### config.mk
export PLATFORM = sky130hd
export DESIGN_NAME = cpu_ifu_bht
export DESIGN_NICKNAME = d
export VERILOG_FILES = /design/src/rtl/cpu_ifu_bht.sv
export SDC_FILE = /design/constraint.sdc
export NUM_CORES = 1
export LEC_CHECK = 0
export ABC_AREA = 1
export BUFFER_PORTS_ARGS = -buffer_cell sky130_fd_sc_hd__buf_2
export CORE_UTILIZATION = 25
export DETAILED_ROUTE_END_ITERATION = 7
export RECOVER_POWER = 50
export SLEW_MARGIN = 25
export SYNTH_ARGS = -nofsm -noshare
export SYNTH_HDL_FRONTEND = slang
export SYNTH_SLANG_ARGS = --single-unit
export TNS_END_PERCENT = 20
### constraint.sdc
create_clock -name clk -period 3.53 [get_ports clk]
set_clock_uncertainty 0.2 [all_clocks]
set_input_delay 0.1765 -clock clk [delete_from_list [all_inputs] [get_ports clk]]
set_output_delay 0.1765 -clock clk [all_outputs]
set_load 0.005 [all_outputs]
### src/rtl/cpu_ifu_bht.sv
// Fetch-PC generator with JAL/JALR/BRANCH decode and zero-bubble redirect; pc is combinational, pc_now registered.
// Define BHT_EN to build the trainable saturating-counter BHT; otherwise branches use static backward-taken.
module cpu_ifu_bht #(
  parameter int PC_W      = 16,
  parameter int BHT_DEPTH = 64,
  parameter int CNT_W     = 2
) (
  input  logic            clk,
  input  logic            rst_n,
  input  logic            running,
  input  logic            flush_flag,
  input  logic [PC_W-1:0] flush_pc,
  input  logic            wait_exe,
  input  logic            wait_jmp,
  input  logic [31:0]     instruction,
  input  logic [31:0]     jmp_data,
  input  logic            upd_valid,
  input  logic [PC_W-1:0] upd_pc,
  input  logic            upd_taken,
  output logic            jmp_pred,
  output logic            jmp_reg_en,
  output logic [4:0]      jmp_rs,
  output logic [PC_W-1:0] pc_now,
  output logic [PC_W-1:0] pc
);

  localparam int IDX_W = $clog2(BHT_DEPTH);

  localparam logic [6:0] OP_JAL    = 7'b1101111;
  localparam logic [6:0] OP_JALR   = 7'b1100111;
  localparam logic [6:0] OP_BRANCH = 7'b1100011;

  logic            r_running_d;
  logic            w_pc_move;
  logic [6:0]      w_opcode;
  logic            w_is_jal;
  logic            w_is_jalr;
  logic            w_is_br;
  logic [31:0]     w_imm_j;
  logic [31:0]     w_imm_i;
  logic [31:0]     w_imm_b;
  logic [31:0]     w_imm;
  logic [31:0]     w_pc_now32;
  logic [PC_W-1:0] w_pc_jmp;
  logic            w_br_taken;
  logic            w_pred_raw;

  assign w_pc_move = running & r_running_d;

  assign w_opcode  = instruction[6:0];
  assign w_is_jal  = (w_opcode == OP_JAL);
  assign w_is_jalr = (w_opcode == OP_JALR);
  assign w_is_br   = (w_opcode == OP_BRANCH);

  assign w_imm_j = {{11{instruction[31]}}, instruction[31], instruction[19:12],
                    instruction[20], instruction[30:21], 1'b0};
  assign w_imm_i = {{20{instruction[31]}}, instruction[31:20]};
  assign w_imm_b = {{19{instruction[31]}}, instruction[31], instruction[7],
                    instruction[30:25], instruction[11:8], 1'b0};

  always_comb begin
    w_imm = '0;
    if (w_is_jal)       w_imm = w_imm_j;
    else if (w_is_jalr) w_imm = w_imm_i;
    else if (w_is_br)   w_imm = w_imm_b;
  end

  // Target is formed at 32 bits and truncated, so wrap is modulo 2^PC_W.
  assign w_pc_now32 = 32'(pc_now);
  assign w_pc_jmp   = w_is_jalr ? PC_W'((jmp_data + w_imm) & ~32'd1)
                                : PC_W'(w_pc_now32 + w_imm);

`ifdef BHT_EN
  localparam logic [CNT_W-1:0] CNT_RST = {1'b0, {(CNT_W-1){1'b1}}};

  logic [CNT_W-1:0] r_cnt [BHT_DEPTH];
  logic [IDX_W-1:0] w_rd_idx;
  logic [IDX_W-1:0] w_upd_idx;

  assign w_rd_idx  = pc_now[IDX_W+1:2];
  assign w_upd_idx = upd_pc[IDX_W+1:2];

  always_ff @(posedge clk or negedge rst_n) begin
    if (!rst_n) begin
      for (int i = 0; i < BHT_DEPTH; i++) r_cnt[i] <= CNT_RST;
    end else if (upd_valid) begin
      if (upd_taken && (r_cnt[w_upd_idx] != '1))
        r_cnt[w_upd_idx] <= r_cnt[w_upd_idx] + CNT_W'(1);
      else if (!upd_taken && (r_cnt[w_upd_idx] != '0))
        r_cnt[w_upd_idx] <= r_cnt[w_upd_idx] - CNT_W'(1);
    end
  end

  // Read sees the registered value, so a same-cycle update is not yet visible.
  assign w_br_taken = r_cnt[w_rd_idx][CNT_W-1];
`else
  logic w_unused_upd;
  assign w_unused_upd = ^{upd_valid, upd_pc, upd_taken};
  assign w_br_taken   = w_imm_b[31];
`endif

  assign w_pred_raw = w_is_jal | w_is_jalr | (w_is_br & w_br_taken);
  assign jmp_pred   = w_pred_raw & ~flush_flag & w_pc_move;
  assign jmp_reg_en = w_is_jalr;
  assign jmp_rs     = instruction[19:15];

  always_comb begin
    pc = pc_now + PC_W'(4);
    if (!w_pc_move)                pc = pc_now;
    else if (flush_flag)           pc = flush_pc;
    else if (wait_exe || wait_jmp) pc = pc_now;
    else if (jmp_pred)             pc = w_pc_jmp;
  end

  always_ff @(posedge clk or negedge rst_n) begin
    if (!rst_n) begin
      r_running_d <= 1'b0;
      pc_now      <= '0;
    end else begin
      r_running_d <= running;
      if (w_pc_move) pc_now <= pc;
    end
  end

endmodule

==> results of run 1 <==
[cell type report]
type                       count  area (µm²)  share of cell area [%]
clock buffer                   4        78.8                    1.84
sequential                    17         425                    9.92
timing repair buffer         116         619                    14.4
multi-input combinational    491        2720                    63.4
tap                          176         220                    5.13
inverter                      60         225                    5.25
[repair_timing]
item,4_1_cts,5_1_grt
hold buffers,3,0
hold endpoints to repair,19,0
buffers inserted,0,2
endpoints found under the setup margin,0,9
gates resized for setup,0,17
[tightest hold or removal path, delay by kind of cell]
kind | cells | cell delay, ns
AOI/OAI and AO/OA | 1 | 0.09
buffers and inverters | 1 | 0.08
and+or+nand+nor | 1 | 0.07
[cell families after synthesis]
| kind of cell | after synthesis |
|---|---|
| simple gates | 317 |
| flops | 17 |
| compound gates | 122 |
| fa+ha+maj | 34 |
| buf+inv | 79 |
| xor+xnor | 18 |
[power by group]
part / internal (mW) / switching, mW / leakage, nW
Clock: 0.153 / 0.0742 / 0.0382
Combinational: 0.194 / 0.260 / 2.13
Sequential: 0.225 / 0.0605 / 0.208
Total: 0.572 / 0.395 / 2.38
[layer usage]
metal  up-vias  global-route usage [%]
met5         -                       0
met4         0                    3.16
met3         8                    1.25
met2        97                    27.0
met1      1834                    23.1
li1       2164                       -
[how the worst min path moves through the flow]
| stage | start | depth (start not counted) | slack [ns] | end |
|---|---|---|---|---|
| 2_1_floorplan | rst_n | 0 | -0.32 | pc_now[0] |
| 3_3_place_gp | rst_n | 1 | -0.07 | pc_now[13] |
| 3_5_place_dp | rst_n | 1 | -0.07 | pc_now[13] |
| 4_1_cts | flush_pc[1] | 3 | 0.001 | pc_now[1] |
| 5_1_grt | flush_pc[3] | 3 | 0.02 | pc_now[3] |
| 6_report | flush_pc[1] | 3 | 0.002 | pc_now[1] |
[state kept, by name, indices dropped and copies added, names as in the netlist]
register / flops
pc_now: 16
r_running_d: 1
[stage by stage]
stage	util (%)	std cells	total power [mW]
floorplan	-	587	0.559
global placement	31.0	855	0.736
detailed placement	31.0	855	0.737
CTS	31.9	862	0.972
global route	32.3	864	1.06
finish	32.3	864	0.967
[cell usage in the layout (no fill, tap or decap), types with 7 or more instances in the layout]
cell        n
o21ai_0    35
a21oi_1    41
xor2_1     15
nand3_1    51
dfrtp_1    17
nor2_1     53
ha_1       30
o211ai_1    7
nand2_1   174
inv_1      58
o21bai_1    8
clkbuf_1    8
buf_4      13
buf_2      93
==> reports/results.ini, run 1 <==
[setup_path]
crit_buf_inv = 2
path_depth = 23
cp.arrival_ns = 2.84
cp_cell_sequence = buf_2, nand2_1, nor2_1, nand2_2, nand2_1, nand2_1, a21oi_2, ha_1, nand2_1, nand2_1, a21oi_1, o21bai_1, a21oi_1, nand2_1, nand2_1, nand3_1, nand3_1, nand2_1, nand2_1, nand2_1, nand2_1, nand2_1, buf_2
required_ns = 3.15
cp_common_cell = nand2_1
cp_top_family = simple AND/OR/NAND/NOR gates
startpoint = instruction[1]
cp_max_fo = 6
cp-start-kind = input port
cp-end-kind = primary output
r2r_start = pc_now[0]
r2r_end = pc_now[14]
slowest_delay_ns = 0.35
slowest_stage = ha_1
rr_worst_depth = 18
r2r_slack_ns = 0.91
endpoint = pc[14]
critPathKind = input port to primary output

[final_layout]
diodes = 0
nets = 827
fill_cells = 1528
syn2layout_area_growth_pct = 25.1
design_area_mm2 = 0.00429
drive_gt1_share_pct = 20.3

[logic_synthesis]
synthMuxAreaShare_pct = 0
synth_xor_area_share_pct = 4.60
postSynthAreaPerCell_um2 = 5.84
synth_flop_cell = dfrtp_1
synth_top_cell_by_area = nand2_1
synthesis.nets = 725
synth_top_area_share_pct = 19.2
synth_area_mm2 = 0.00343
synth_edf_count = 0
synth.distinct_cells = 40
synth-seq-cells = 17
ys_seq_area_share_pct = 12.4
synth-simple-area-share_pct = 39.8
synth_commonest_cells = nand2_1, inv_1, nor2_1, nand3_1, a21oi_1
yosys_warnings = 0
synth.most_common_cell = nand2_1
postSynthCellCount = 587
synth.area.top_cells = nand2_1, dfrtp_1, ha_1, nand3_1, inv_1
synth_compound_area_share_pct = 20.7
synth_fa_ha_area_share_pct = 12.8
synth_top_family_by_area = simple AND/OR/NAND/NOR gates
async_flop_share_pct = 100

[placement]
dp_hpwl_mm = 9.43
place_area_mm2 = 0.00413
dp_slack_ns = 0.183
io_buffers = 100
gp_congestion = 0.865

[pwr]
ir_drop_mv = 0.263
p_per_area_mw_per_mm2 = 225
p_leak_nw = 2.38

[sta]
fin_crit_ns = 3.22
setup_viol_count_final = 0
final_hold_viol_count = 0
whs_ns = 0.00209
finalCritPeriodShare_pct = 91.1
tightestPinTransition_ns = 0.973
rsz0062_at_grt = true
slew_headroom_pct = 35.1
post-route-worst-setup-slack_ns = 0.313
maxSlewViolCount = 0
fmax_mhz = 311
tns_ns = 0

[grt]
grt_pass1_wl_mm = 18.6
grt_overflow_total = 0
grt_pass1_vias = 3876
grt_use_total_pct = 16.3
antenna_found_initial = 0
grt_max_degree = 24

[floorplanning]
fp.dieArea_mm2 = 0.0142
rows = 42
initial_core_util_pct = 25.8
die-width_um = 119
die_y_um = 119
fp.coreArea_mm2 = 0.0133
num_io_pins = 143

[routing]
post_drt_wl_per_cell_um = 13.3
ant_nets = 0
dr.first_iter.drc_count = 194
drc_errors = 0
wl_met3_um = 527
via_per_inst = 4.75
vias = 4103
wirelength_mm = 11.5
firstDrtPassIters = 4
met2WireLength_mm = 5.10
maxUsedRoutingLayer = met4
wl_met1_mm = 5.78

[clocking]
path_clk_slew_ns = 0.05
clock_latency_ns = 0.25
numCtsBuffers = 3
cts_tree = yes
htree_levels = 1
clockBufferDepth = 2
cts.sinks = 17
cts_root_buf = clkbuf_16

[run_status]
outcome = finished clean

[hold_path]
hp-class = input port to register

[run]
max_cap_violations = 0

(Power assumes the default switching activity.)
==> inputs of run 2 (changes only) <==
--- a/config.mk
+++ b/config.mk
@@ -7,8 +7,11 @@
 export LEC_CHECK = 0
 export ABC_AREA = 1
 export BUFFER_PORTS_ARGS = -buffer_cell sky130_fd_sc_hd__buf_2
+export CELL_PAD_IN_SITES_DETAIL_PLACEMENT = 0
+export CELL_PAD_IN_SITES_GLOBAL_PLACEMENT = 1
 export CORE_UTILIZATION = 25
 export DETAILED_ROUTE_END_ITERATION = 7
+export PLACE_DENSITY_LB_ADDON = 0.1
 export RECOVER_POWER = 50
 export SLEW_MARGIN = 25
 export SYNTH_ARGS = -nofsm -noshare
==> run 2 against run 1 <==
Net effect: wire length rose by 8.2%; critical endpoint is now pc[11]; register-to-register slack barely moved; total power rose by 3.2%; largest cell class unchanged; critical path depth did not move; cell count rose by 2.4%; highest routed layer unchanged; largest power group unchanged.
==> reports/results.ini, run 2 (synthesis results as in run 1) <==
[run_status]
outcome = finished clean

[routing]
firstDrtPassIters = 4  ; unchanged
post_drt_wl_per_cell_um = 14.1  ; +5.6%
wirelength_mm = 12.4  ; +8.2%
vias = 4097  ; -0.15%
drc_errors = 0  ; unchanged
dr.first_iter.drc_count = 186  ; -4.1%
ant_nets = 0  ; unchanged
via_per_inst = 4.63  ; -2.5%

[clocking]
cts.sinks = 17  ; unchanged
cts_root_buf = clkbuf_16
htree_levels = 1  ; unchanged
clock_latency_ns = 0.25  ; about the same
clockBufferDepth = 2  ; unchanged
numCtsBuffers = 3  ; unchanged
cts_tree = yes
path_clk_slew_ns = 0.05  ; about the same

[pwr]
p_per_area_mw_per_mm2 = 224  ; -0.80%
ir_drop_mv = 0.199  ; -24%
p_leak_nw = 2.48  ; +4.6%

[final_layout]
layout_commonest_cell = nand2_1
largest_register_ffs = 16  ; unchanged
layout_common_cells = nand2_1, buf_2, inv_1, nor2_1, nand3_1
nets = 848  ; +2.5%
syn2layout_area_growth_pct = 30.2
largestRegisters = pc_now x16, r_running_d x1
drive_gt1_share_pct = 23.0  ; +2.6 points
diodes = 0  ; unchanged
top_register = pc_now
design_area_mm2 = 0.00446  ; +4.1%

[sta]
finalCritPeriodShare_pct = 92.4  ; +1.2 points
fmax_mhz = 307  ; -1.4%
tightestPinTransition_ns = 1.00  ; +0.0287 ns
final_hold_viol_count = 0  ; unchanged
setup_viol_count_final = 0  ; unchanged
slew_headroom_pct = 33.2  ; -1.9 points
rsz0062_at_grt = true
fin_crit_ns = 3.26  ; +0.0440 ns
maxSlewViolCount = 0  ; unchanged
whs_ns = 0.00211  ; +0.0000207 ns

[setup_path]
r2r_slack_ns = 0.92  ; about the same
required_ns = 3.15  ; about the same
rr_worst_depth = 18  ; unchanged
r2r_end = pc_now[14]
cp-end-kind = primary output
cp_max_fo = 6  ; unchanged
startpoint = instruction[6]
r2r_start = pc_now[0]
cp-start-kind = input port
critPathKind = input port to primary output
cp.arrival_ns = 2.88  ; +0.04 ns
endpoint = pc[11]

[grt]
grt_pass1_wl_mm = 20.1  ; +7.7%
grt_max_degree = 24  ; unchanged
grt_overflow_total = 0  ; unchanged
grt_use_total_pct = 17.7  ; +1.4 points
grt_pass1_vias = 3982  ; +2.7%
antenna_found_initial = 0  ; unchanged

[floorplanning]
die_y_um = 119  ; unchanged
initial_core_util_pct = 25.8  ; unchanged
die-width_um = 119  ; unchanged
fp.coreArea_mm2 = 0.0133  ; unchanged
num_io_pins = 143  ; unchanged
fp.dieArea_mm2 = 0.0142  ; unchanged
rows = 42  ; unchanged

[placement]
place_area_mm2 = 0.00426  ; +3.3%
io_buffers = 100  ; unchanged
dp_hpwl_mm = 10.5  ; +11%
gp_congestion = 0.837  ; -3.3%

[run]
max_cap_violations = 0  ; unchanged

[hold_path]
hp-class = input port to register

## run 2: how the worst min path moves through the flow
stage	cells after the start	slack, ns	end	startpoint
finish	3	0.002	pc_now[3]	flush_pc[3]
global route	3	0.03	pc_now[3]	flush_pc[3]
CTS	3	0.005	pc_now[3]	flush_pc[3]
detailed placement	1	-0.06	pc_now[11]	rst_n
global placement	1	-0.06	pc_now[13]	rst_n
floorplan	0	-0.32	pc_now[0]	rst_n
## run 2: layout make-up
cell class	count	area (µm²)
inverters	60	225
flip-flops and latches	17	425
multi-input cells	491	2730
repair buffers	137	787
well taps	176	220
clock buffers	4	78.8
fillers	1536	8830
## run 2: per-layer routing
metal / track usage, % / wire length, µm
met5: 0 / 0
met4: 3.01 / 107
met3: 0.814 / 312
met2: 29.1 / 5640
met1: 25.6 / 6390
## run 2: where the power goes
group / leakage [nW] / internal, mW / switching [mW]
Clock: 0.0382 / 0.153 / 0.0766
Combinational: 2.24 / 0.213 / 0.264
Sequential: 0.208 / 0.225 / 0.0661
## run 2: timing repair
| action | 4_1_cts | 5_1_grt |
|---|---|---|
| hold buffers | 5 | 0 |
| setup buffers | 0 | 3 |
| endpoints found under the setup margin | 0 | 6 |
| endpoints found under the hold margin | 21 | 0 |
| resized for setup | 0 | 16 |
## run 2: critical path: stages
cell,delay [ns]
buf_2,0.09
nand2_1,0.08
nor2_4,0.13
nand2_1,0.12
nor2_4,0.20
a22o_1,0.26
ha_2,0.34
a21o_1,0.20
a21oi_1,0.16
nand2_2,0.12
nand2_1,0.07
nand2_1,0.07
nand2_1,0.06
nand2_1,0.04
o21ai_0,0.13
inv_1,0.05
nand2_1,0.10
nand2_1,0.08
nand2_1,0.07
nand2_1,0.05
nand2_1,0.11
nand2_1,0.06
buf_2,0.12
## run 2: stage by stage
stage	power [mW]	TNS (ns)	setup slack, ns	utilization (%)	std cells
2_1_floorplan	0.559	0	0.805	-	587
3_3_place_gp	0.760	0	0.206	32.1	873
3_5_place_dp	0.761	0	0.185	32.1	873
4_1_cts	1.00	0	0.177	33.0	882
5_1_grt	1.09	-0.0729	-0.0237	33.6	885
6_report	0.999	0	0.269	33.6	885
==> inputs of run 3 (changes only) <==
==> constraint.sdc (replaced) <==
create_clock -name clk -period 2.9 [get_ports clk]
set_clock_uncertainty 0.2 [all_clocks]
set_input_delay 0.145 -clock clk [delete_from_list [all_inputs] [get_ports clk]]
set_output_delay 0.145 -clock clk [all_outputs]
set_load 0.005 [all_outputs]
==> run 3 against run 2 <==
Net effect: the flow now finishes with violations (negative setup slack); critical path depth unchanged; first-iteration DRC count increased by 17%; global-route usage increased by 2.4 points; count of clock-buffer cells in the layout decreased by 1; register-to-register slack got worse by 0.47 ns; utilization increased by 9.2 points; total power increased by 45%; hold slack improved by 0.013 ns; largest power group unchanged; highest routed layer unchanged.
==> reports/results.ini, run 3 (synthesis results as in run 1) <==
[setup_path]
rr_worst_depth = 16  ; -2
cp.arrival_ns = 2.63  ; -0.25 ns
required_ns = 2.56  ; -0.59 ns
endpoint = pc[8]
cp-end-kind = primary output
critPathKind = input port to primary output
cp-start-kind = input port
cp_max_fo = 5  ; -1
r2r_end = pc_now[13]
r2r_start = pc_now[8]
startpoint = instruction[2]
r2r_slack_ns = 0.45  ; -0.47 ns

[routing]
met2WireLength_mm = 6.57  ; +17%
wirelength_mm = 14.2  ; +14%
dr.first_iter.drc_count = 218  ; +17%
firstDrtPassIters = 5  ; +1
wl_met3_um = 332  ; +6.4%
wl_met1_mm = 7.09  ; +11%
vias = 4510  ; +10%
maxUsedRoutingLayer = met4
drc_errors = 0  ; unchanged
via_per_inst = 4.72  ; +2.0%
post_drt_wl_per_cell_um = 14.9  ; +5.8%
ant_nets = 0  ; unchanged

[sta]
maxSlewViolCount = 0  ; unchanged
slew_headroom_pct = 25.8  ; -7.5 points
tightestPinTransition_ns = 1.11  ; +0.112 ns
finalCritPeriodShare_pct = 103
final_hold_viol_count = 0  ; unchanged
fin_crit_ns = 2.98
setup_viol_count_final = 10  ; +10
rsz0062_at_grt = true
fmax_mhz = 336
post-route-worst-setup-slack_ns = -0.0763  ; -0.346 ns

[clocking]
numCtsBuffers = 3  ; unchanged
clock_latency_ns = 0.26  ; about the same
cts.sinks = 17  ; unchanged
htree_levels = 1  ; unchanged
cts_tree = yes
cts_root_buf = clkbuf_16
clockBufferDepth = 2  ; unchanged
path_clk_slew_ns = 0.06  ; about the same

[placement]
dp_slack_ns = -0.306  ; -0.491 ns
io_buffers = 100  ; unchanged
dp_hpwl_mm = 11.3  ; +7.4%
gp_congestion = 0.880  ; +5.2%
dp_cells = 939  ; +7.6%

[final_layout]
drive_gt1_share_pct = 44.0  ; +21 points
layout_common_cells = nand2_1, buf_2, buf_4, inv_1, nor2_1
final_cells = 955  ; +7.9%
layout_commonest_cell = nand2_1
diodes = 0  ; unchanged
largestRegisters = pc_now x16, r_running_d x1
top_register = pc_now
fill_cells = 1429  ; -7.0%
syn2layout_area_growth_pct = 66.0
nets = 918  ; +8.3%
largest_register_ffs = 16  ; unchanged

[floorplanning]
initial_core_util_pct = 25.8  ; unchanged
rows = 42  ; unchanged
fp.dieArea_mm2 = 0.0142  ; unchanged
die_y_um = 119  ; unchanged
die-width_um = 119  ; unchanged
num_io_pins = 143  ; unchanged
fp.coreArea_mm2 = 0.0133  ; unchanged

[run]
max_cap_violations = 0  ; unchanged

[run_status]
violations = negative setup slack
outcome = finished, violations left

[hold_path]
hp-class = input port to register

[grt]
grt_use_total_pct = 20.0  ; +2.4 points
grt_overflow_total = 0  ; unchanged
antenna_found_initial = 0  ; unchanged
grt_pass1_wl_mm = 22.7  ; +13%
grt_max_degree = 24  ; unchanged
grt_pass1_vias = 4450  ; +12%

[pwr]
power.total_mw = 1.44  ; +45%
ir_drop_mv = 0.246  ; +24%
p_per_area_mw_per_mm2 = 254  ; +13%
p_leak_nw = 2.95  ; +19%

==> run 3: per-stage QoR <==
step	hold slack (ns)	utilization, %	setup TNS, ns	instance area, µm²
2_1_floorplan	-0.351	-	0	3430
3_3_place_gp	-0.0842	35.8	-2.94	4760
3_5_place_dp	-0.0808	35.8	-3.77	4760
4_1_cts	0.00539	40.6	-0.708	5400
5_1_grt	0.0689	42.8	-2.82	5690
6_report	0.0148	42.8	-0.325	5690
==> run 3: report_power, final <==
| group | switching, mW | total, mW | internal (mW) |
|---|---|---|---|
| combinational | 0.421 | 0.810 | 0.389 |
| clock | 0.107 | 0.292 | 0.185 |
| sequential | 0.0660 | 0.341 | 0.275 |
==> run 3: final cells by class <==
type | count | area, µm² | share of cell area [%]
clock buffers | 3 | 75.1 | 1.32
clock inverters | 1 | 5.00 | 0.0879
inverters | 60 | 233 | 4.09
multi-input cells | 491 | 3380 | 59.4
flip-flops and latches | 17 | 428 | 7.52
well taps | 176 | 220 | 3.87
repair buffers | 207 | 1350 | 23.7
==> run 3: metal layers <==
metal / GRT usage, % / vias to the layer above
met3: 0.814 / 13
met4: 4.75 / 0
met1: 28.1 / 2080
met5: 0 / -
li1: - / 2335
met2: 33.6 / 82
==> run 3: worst min path at each step <==
stage,from,endpoint,slack (ns),cells after the start
after detailed placement,rst_n,pc_now[11],-0.08,1
after global placement,rst_n,pc_now[14],-0.08,1
final,flush_pc[5],pc_now[5],0.01,5
after CTS,flush_pc[5],pc_now[5],0.005,5
after floorplan,rst_n,pc_now[0],-0.35,0
after global routing,flush_pc[8],pc_now[8],0.07,5
==> run 3: worst max-delay path: stages <==
cell      delay [ns]
buf_6           0.10
buf_4           0.12
inv_2           0.04
nor2_2          0.03
nand3_2         0.10
nand2_4         0.09
buf_6           0.12
a22o_4          0.24
ha_4            0.28
buf_4           0.12
nand2_2         0.08
nor2_4          0.13
a21oi_1         0.09
o21bai_1        0.22
a21oi_1         0.12
o21ai_2         0.10
nand3_1         0.10
nand2_1         0.07
nand2_1         0.05
nand2_1         0.05
nand2_1         0.08
nand2_1         0.06
buf_2           0.11
==> run 3: what timing repair did <==
item / 4_1_cts / 5_1_grt
buffers inserted: 9 / 1
endpoints found under the setup margin: 13 / 15
pin swaps: 46 / 35
hold buffers: 5 / 0
hold endpoints to repair: 21 / 0
resized for setup: 99 / 73
